===== src/rtl/branch_resolver_pkg.sv =====
// Shared types and constants for the branch resolver slice: branch-op / flag-select
// encoding, FSM state encoding and the comparator flag payload.
package branch_resolver_pkg;

   localparam int unsigned BR_OP_W = 2;
   localparam int unsigned ST_W    = 2;

   // Branch opcode; the same encoding drives the ALU flag-mux select.
   typedef enum logic [BR_OP_W-1:0] {
      BR_BLE = 2'b00,
      BR_BGT = 2'b01,
      BR_BEQ = 2'b10,
      BR_BNE = 2'b11
   } branch_op_e;

   typedef enum logic [ST_W-1:0] {
      ST_IDLE    = 2'd0,
      ST_EVAL    = 2'd1,
      ST_RESOLVE = 2'd2
   } state_e;

   typedef struct packed {
      logic le;
      logic gt;
      logic eq;
      logic ne;
   } cmp_flags_t;

endpackage


===== src/rtl/branch_resolver_if.sv =====
// Control/flag-mux/PC-write signal bundle around the branch resolver.
// BRANCH_STATS_EN adds the taken/not-taken statistics counters.
interface branch_resolver_if #(
   parameter int unsigned DATA_W = 32
`ifdef BRANCH_STATS_EN
   , parameter int unsigned STAT_W = 16
`endif
);
   import branch_resolver_pkg::*;

   logic                start;
   logic                flush;
   logic [BR_OP_W-1:0]  branch_op;
   logic [DATA_W-1:0]   op_a;
   logic [DATA_W-1:0]   op_b;
   logic                cond_in;
   logic [BR_OP_W-1:0]  alu_flag_sel;
   logic                flag_or;
   logic                flag_gt;
   logic                flag_zero;
   logic                flag_nzero;
   logic                busy;
   logic                pc_write;
   logic                done;
   logic                taken;
`ifdef BRANCH_STATS_EN
   logic [STAT_W-1:0]   stat_taken;
   logic [STAT_W-1:0]   stat_not_taken;
`endif

   // Control unit and flag mux side.
   modport master (
      output start, flush, branch_op, op_a, op_b, cond_in,
      input  alu_flag_sel, flag_or, flag_gt, flag_zero, flag_nzero,
      input  busy, pc_write, done, taken
`ifdef BRANCH_STATS_EN
      , input stat_taken, stat_not_taken
`endif
   );

   // Branch resolver side.
   modport slave (
      input  start, flush, branch_op, op_a, op_b, cond_in,
      output alu_flag_sel, flag_or, flag_gt, flag_zero, flag_nzero,
      output busy, pc_write, done, taken
`ifdef BRANCH_STATS_EN
      , output stat_taken, stat_not_taken
`endif
   );

endinterface


===== src/rtl/branch_cmp.sv =====
// Purely combinational two's-complement comparator producing le/gt/eq/ne flags.
module branch_cmp
   import branch_resolver_pkg::*;
#(
   parameter int unsigned DATA_W = 32
) (
   input  logic [DATA_W-1:0] a,
   input  logic [DATA_W-1:0] b,
   output cmp_flags_t        flags_c
);

   logic gt_c;
   logic eq_c;

   assign gt_c = $signed(a) > $signed(b);
   assign eq_c = (a == b);

   // le is the complement of gt, ne of eq: exactly one of each pair is set.
   always_comb begin
      flags_c    = '0;
      flags_c.gt = gt_c;
      flags_c.le = ~gt_c;
      flags_c.eq = eq_c;
      flags_c.ne = ~eq_c;
   end

endmodule


===== src/rtl/branch_resolver.sv =====
// Multicycle branch sequencer (IDLE -> EVAL -> RESOLVE): drives flag select and compare
// flags, samples cond_in, pulses pc_write on taken. BRANCH_STATS_EN adds saturating counters.
module branch_resolver
   import branch_resolver_pkg::*;
#(
   parameter int unsigned DATA_W = 32
`ifdef BRANCH_STATS_EN
   , parameter int unsigned STAT_W = 16
`endif
) (
   input logic              clk,
   input logic              reset,
   branch_resolver_if.slave bus
);

   state_e            state;
   state_e            state_nxt;
   logic              accept_c;
   logic              busy_c;
   logic              done_c;
   logic              pc_write_c;

   branch_op_e        op_q;
   logic [DATA_W-1:0] op_a_q;
   logic [DATA_W-1:0] op_b_q;
   logic [DATA_W-1:0] cmp_a_c;
   logic [DATA_W-1:0] cmp_b_c;
   cmp_flags_t        cmp_flags_c;
   cmp_flags_t        flags_q;
   logic              taken_q;

   // State register.
   always_ff @(posedge clk or posedge reset) begin
      if (reset) state <= ST_IDLE;
      else       state <= state_nxt;
   end

   // Next-state and per-state strobes; flush kills done/pc_write in the same cycle.
   always_comb begin
      state_nxt  = state;
      accept_c   = 1'b0;
      busy_c     = 1'b0;
      done_c     = 1'b0;
      pc_write_c = 1'b0;
      case (state)
         ST_IDLE: begin
            if (bus.start && !bus.flush) begin
               accept_c  = 1'b1;
               state_nxt = ST_EVAL;
            end
         end
         ST_EVAL: begin
            busy_c    = 1'b1;
            state_nxt = bus.flush ? ST_IDLE : ST_RESOLVE;
         end
         ST_RESOLVE: begin
            busy_c     = 1'b1;
            done_c     = !bus.flush;
            pc_write_c = !bus.flush && taken_q;
            state_nxt  = ST_IDLE;
         end
         default: state_nxt = ST_IDLE;
      endcase
   end

   // On accept compare the incoming operands; afterwards the latched copy feeds the comparator.
   assign cmp_a_c = accept_c ? bus.op_a : op_a_q;
   assign cmp_b_c = accept_c ? bus.op_b : op_b_q;

   branch_cmp #(
      .DATA_W (DATA_W)
   ) u_cmp (
      .a       (cmp_a_c),
      .b       (cmp_b_c),
      .flags_c (cmp_flags_c)
   );

   // Request registers, compare flags and the resolved outcome.
   always_ff @(posedge clk or posedge reset) begin
      if (reset) begin
         op_q    <= BR_BLE;
         op_a_q  <= '0;
         op_b_q  <= '0;
         flags_q <= '0;
         taken_q <= 1'b0;
      end else begin
         if (accept_c) begin
            op_q   <= branch_op_e'(bus.branch_op);
            op_a_q <= bus.op_a;
            op_b_q <= bus.op_b;
         end
         if (accept_c || state == ST_EVAL) flags_q <= cmp_flags_c;
         if (state == ST_EVAL && !bus.flush) taken_q <= bus.cond_in;
      end
   end

   assign bus.alu_flag_sel = op_q;
   assign bus.flag_or      = flags_q.le;
   assign bus.flag_gt      = flags_q.gt;
   assign bus.flag_zero    = flags_q.eq;
   assign bus.flag_nzero   = flags_q.ne;
   assign bus.busy         = busy_c;
   assign bus.done         = done_c;
   assign bus.pc_write     = pc_write_c;
   assign bus.taken        = taken_q;

`ifdef BRANCH_STATS_EN
   logic [STAT_W-1:0] stat_taken_q;
   logic [STAT_W-1:0] stat_not_taken_q;

   // Exactly one saturating counter steps per completed (non-flushed) resolution.
   always_ff @(posedge clk or posedge reset) begin
      if (reset) begin
         stat_taken_q     <= '0;
         stat_not_taken_q <= '0;
      end else if (done_c) begin
         if (taken_q) begin
            if (stat_taken_q != '1) stat_taken_q <= stat_taken_q + STAT_W'(1);
         end else begin
            if (stat_not_taken_q != '1) stat_not_taken_q <= stat_not_taken_q + STAT_W'(1);
         end
      end
   end

   assign bus.stat_taken     = stat_taken_q;
   assign bus.stat_not_taken = stat_not_taken_q;
`endif

   // Flags always hold a complementary pair once a request has been accepted.
   a_flags_pair: assert property (@(posedge clk) disable iff (reset)
      (state != ST_IDLE) |-> ((flags_q.eq != flags_q.ne) && (flags_q.le != flags_q.gt)));

   a_pc_write_done: assert property (@(posedge clk) disable iff (reset)
      pc_write_c |-> done_c);

endmodule

===== src/flat_wrapper.sv =====
// flat-port wrapper written by rule: the top's interface ports become plain ports
module branch_resolver_flat import branch_resolver_pkg::*;
#(
   parameter int unsigned DATA_W = 32

)
  (clk, reset, bus_start, bus_flush, bus_branch_op, bus_op_a, bus_op_b, bus_cond_in, bus_alu_flag_sel, bus_flag_or, bus_flag_gt, bus_flag_zero, bus_flag_nzero, bus_busy, bus_pc_write, bus_done, bus_taken);
  branch_resolver_if #(.DATA_W(DATA_W)) bus_i ();
  input logic clk;
  input logic reset;
  input wire logic [$bits(bus_i.start)-1:0] bus_start;
  input wire logic [$bits(bus_i.flush)-1:0] bus_flush;
  input wire logic [$bits(bus_i.branch_op)-1:0] bus_branch_op;
  input wire logic [$bits(bus_i.op_a)-1:0] bus_op_a;
  input wire logic [$bits(bus_i.op_b)-1:0] bus_op_b;
  input wire logic [$bits(bus_i.cond_in)-1:0] bus_cond_in;
  output wire logic [$bits(bus_i.alu_flag_sel)-1:0] bus_alu_flag_sel;
  output wire logic [$bits(bus_i.flag_or)-1:0] bus_flag_or;
  output wire logic [$bits(bus_i.flag_gt)-1:0] bus_flag_gt;
  output wire logic [$bits(bus_i.flag_zero)-1:0] bus_flag_zero;
  output wire logic [$bits(bus_i.flag_nzero)-1:0] bus_flag_nzero;
  output wire logic [$bits(bus_i.busy)-1:0] bus_busy;
  output wire logic [$bits(bus_i.pc_write)-1:0] bus_pc_write;
  output wire logic [$bits(bus_i.done)-1:0] bus_done;
  output wire logic [$bits(bus_i.taken)-1:0] bus_taken;
  assign bus_i.start = bus_start;
  assign bus_i.flush = bus_flush;
  assign bus_i.branch_op = bus_branch_op;
  assign bus_i.op_a = bus_op_a;
  assign bus_i.op_b = bus_op_b;
  assign bus_i.cond_in = bus_cond_in;
  assign bus_alu_flag_sel = bus_i.alu_flag_sel;
  assign bus_flag_or = bus_i.flag_or;
  assign bus_flag_gt = bus_i.flag_gt;
  assign bus_flag_zero = bus_i.flag_zero;
  assign bus_flag_nzero = bus_i.flag_nzero;
  assign bus_busy = bus_i.busy;
  assign bus_pc_write = bus_i.pc_write;
  assign bus_done = bus_i.done;
  assign bus_taken = bus_i.taken;
  branch_resolver #(.DATA_W(DATA_W)) u_core (.clk(clk), .reset(reset), .bus(bus_i));
endmodule

===== config.mk =====
export PLATFORM = sky130hd
export DESIGN_NAME = branch_resolver_flat
export DESIGN_NICKNAME = d
export VERILOG_FILES = /design/src/rtl/branch_resolver_pkg.sv /design/src/rtl/branch_resolver_if.sv /design/src/rtl/branch_cmp.sv /design/src/rtl/branch_resolver.sv /design/src/flat_wrapper.sv
export SDC_FILE = /design/constraint.sdc
export NUM_CORES = 1
export LEC_CHECK = 0
export BUFFER_PORTS_ARGS = -buffer_cell sky130_fd_sc_hd__buf_4
export CELL_PAD_IN_SITES_DETAIL_PLACEMENT = 0
export CELL_PAD_IN_SITES_GLOBAL_PLACEMENT = 1
export CORE_MARGIN = 4
export CORE_UTILIZATION = 40
export DETAILED_ROUTE_END_ITERATION = 6
export PLACE_DENSITY_LB_ADDON = 0.1
export SLEW_MARGIN = 20
export SYNTH_ARGS = -nofsm -noshare
export SYNTH_HDL_FRONTEND = slang
export SYNTH_HIERARCHICAL = 1
export SYNTH_SLANG_ARGS = --single-unit

===== constraint.sdc =====
create_clock -name clk -period 3.5 [get_ports clk]
set_input_delay 0.175 -clock clk [delete_from_list [all_inputs] [get_ports clk]]
set_output_delay 0.175 -clock clk [all_outputs]
set_load 0.05 [all_outputs]

==> results.json <==
{
  "multi_input_area_um2": 2186,
  "worst-path-buf-inv": 5,
  "synth-edff-count": 0,
  "final.setup.worst_slack_ns": 0.1406,
  "hold_viol": 0,
  "path_max_fanout": 6,
  "gp_congestion": 0.7157,
  "synth_top_family_by_area": "multiplexers",
  "synth_area_per_cell_um2": 13.37,
  "period_share": 0.9598,
  "fillers": 862,
  "die_h_um": 108.5,
  "grt_pass1_wl_um": 12790,
  "drc": 0,
  "regArea_um2": 1827,
  "max_cap_viol_count": 0,
  "hold_path_class": "in -> async",
  "synthAdderAreaFrac": 0.1116,
  "placed_cell_area_um2": 4801,
  "muxShareOfSynthArea": 0.2489,
  "drt-vias-per-instance": 4.694,
  "cts.sinks": 73,
  "reg2reg_to": "u_core/bus.flag_or",
  "synth_nets": 409,
  "crit_chain": "inv_2 > ha_4 > nand3b_1 > clkbuf_16 > buf_6 > mux2_4 > ha_4 > nand4_1 > buf_4 > nor4_4 > buf_4 > a21oi_2 > mux2_4 > nand4b_1 > o211ai_1",
  "rrSetupSlack_ns": 0.14,
  "wl_um": 8234,
  "async_flop_share": 1.000,
  "ir_drop_v": 0.0004537,
  "worstSetupStartpointType": "flop",
  "r2r-start": "u_core/state[0]",
  "clk_latency_ns": 0.35,
  "layout-drive-gt1-share": 0.5481,
  "setup.worst_path.end_class": "flop",
  "dp.cells": 518,
  "synth-simple-area-share": 0.06386,
  "drtPass1Iterations": 3,
  "ys_seq_area_frac": 0.4526,
  "setup-violations-final": 0,
  "crit_type": "reg -> reg",
  "synth_cells": 302,
  "ctsHoldBuffers": 0,
  "wl_per_cell_um": 15.00,
  "period_needed_ns": 3.359,
  "crit_family": "buffers and inverters",
  "final_cells": 549,
  "numCtsBuffers": 9,
  "post-place-ws_ns": 0.1320,
  "cts_tree": "built",
  "synth_compound_area_frac": 0.04960,
  "die_w_um": 108.5,
  "tightest_slew_ns": 0.9086,
  "clock_skew_ns": 0.007663,
  "diodes": 0,
  "slew_headroom": 0.3934,
  "cts.htree.levels": 3,
  "grt_pass1_vias": 2642,
  "grt.total_usage": 0.1405,
  "clkTransAtPathRegs_ns": 0.08,
  "p_per_area_nw_per_um2": 917.9,
  "rows": 36,
  "ant_nets": 0,
  "drv_slew": 0,
  "nets": 518,
  "hpwlAfterDp_um": 5865,
  "antenna_found_initial": 0,
  "rsz0062_at_grt": "true",
  "ys_types": 33,
  "stdcell_area_um2": 5381,
  "fin_util": 0.5480,
  "root_buffer": "clkbuf_8",
  "run_status": "completed",
  "overflow": 0,
  "cp_data_arrival_time_ns": 3.59,
  "synth.cell_area_um2": 4036,
  "r2r_cells": 15,
  "crit_slowest_cell": "dfrtp_1",
  "portBuffers": 80,
  "synthXorXnorAreaFrac": 0,
  "synth_flop_cell": "dfrtp_1",
  "synth_warnings": 6,
  "die-area_um2": 11760,
  "leakage_nw": 2.719,
  "num_io_pins": 81,
  "clockBufferDepth": 2,
  "fmax_ghz": 0.2977,
  "initial_core_util": 0.4111,
  "first_iter_violations": 56,
  "crit_required_ns": 3.73,
  "core_area_um2": 9819,
  "ys_ff_latch": 73,
  "max_stage_delay_ns": 0.41,
  "syn_to_final_growth_pct": 33.32,
  "vias": 2577,
  "grt_max_degree": 44
}
-- how the worst max path moves through the flow --
stage / slack [ns] / cells after the start / endpoint / startpoint
6_report: 0.14 / 15 / u_core/bus.flag_or / u_core/state[0]
5_1_grt: -0.06 / 16 / u_core/bus.flag_or / u_core/state[0]
4_1_cts: 0.11 / 16 / u_core/bus.flag_or / u_core/state[0]
3_3_place_gp: 0.16 / 16 / u_core/bus.flag_or / u_core/state[1]
2_1_floorplan: 0.23 / 16 / u_core/bus.flag_or / u_core/state[0]
3_5_place_dp: 0.13 / 14 / u_core/bus.flag_or / u_core/state[0]
-- synthesized netlist by cell type (2+ instances only) --
cell | instances | area share
nor4_1 | 3 | 0.0047
dfrtp_1 | 73 | 0.45
inv_1 | 37 | 0.034
mux2_2 | 7 | 0.020
nand2_1 | 14 | 0.013
nor2b_1 | 4 | 0.0062
buf_12 | 6 | 0.030
nand3_1 | 2 | 0.0025
ha_1 | 36 | 0.11
o21ai_0 | 3 | 0.0037
nand4b_1 | 4 | 0.0087
nand4_1 | 8 | 0.012
mux2_4 | 61 | 0.23
nand2b_1 | 5 | 0.0077
a21oi_1 | 10 | 0.012
nor2_1 | 2 | 0.0019
buf_4 | 3 | 0.0056
a221oi_1 | 3 | 0.0065
o211ai_1 | 6 | 0.011
a21o_1 | 2 | 0.0037
-- per-layer routing --
layer	up-vias	wire, um	share of wire	GRT usage
li1	1271	-	-	-
met1	1247	3903	0.47	0.1907
met2	49	3842	0.47	0.2149
met3	10	361	0.044	0.03821
met4	0	127	0.015	0.05140
met5	-	0	0	0
-- layout by cell type (no fill, tap or decap), drive strengths merged --
cell type,count
nand4b,4
a2111o,1
a21o,2
nand3,2
dfrtp,73
mux2i,1
nand2b,5
buf,108
ha,36
o2bb2ai,1
o21a,1
nor2,2
o21ai,4
nand2,14
clkbuf,13
a21oi,11
nor2b,4
mux2,68
nor4,3
and3b,1
clkinv,4
nand3b,1
nor3,1
inv,37
a211oi,1
nand4,8
o211ai,6
a221oi,3
and2,1
-- power by group --
part	internal [mW]	switching, mW
clock	0.253	0.307
sequential	1.26	0.135
combinational	1.59	1.39
-- flip-flops by register name (all words and copies together) (netlist names) --
| name | cells |
|---|---|
| u_core/op_b_q | 32 |
| u_core/bus.alu_flag_sel | 2 |
| u_core/bus.flag_or | 1 |
| u_core/bus.taken | 1 |
| u_core/bus.flag_nzero | 1 |
| u_core/bus.flag_zero | 1 |
| u_core/bus.flag_gt | 1 |
| u_core/op_a_q | 32 |
| u_core/state | 2 |
-- cells by family (layout without fill, tap and decap cells) --
family / count (synthesis) / in the layout
adder cells (fa/ha/maj): 36 / 36
AO/OA/AOI/OAI: 30 / 30
AND/OR/NAND/NOR: 46 / 46
buffers and inverters: 48 / 162
flip-flops: 73 / 73
multiplexers: 69 / 69
-- final cells by class --
cell class / count / share of cell area
clock buffer: 12 / 0.02511
clock inverter: 4 / 0.003720
sequential: 73 / 0.3395
inverter: 37 / 0.02581
multi-input combinational: 181 / 0.4062
tap: 133 / 0.03092
timing repair buffer: 109 / 0.1688
-- per-stage QoR --
step	total power [mW]	setup TNS [ns]	hold WS [ns]
6_report	4.940	0	0.03631
5_1_grt	5.385	-0.08179	0.03583
3_3_place_gp	3.829	0	0.4099
2_1_floorplan	3.333	0	0.3266
4_1_cts	4.432	0	0.04296
3_5_place_dp	3.841	0	0.4158
-- timing repair --
action	in CTS	in global routing
setup buffers	0	14
resized for setup	0	47
setup endpoints to repair	0	2
No activity file was read; power rests on OpenSTA's default activity.
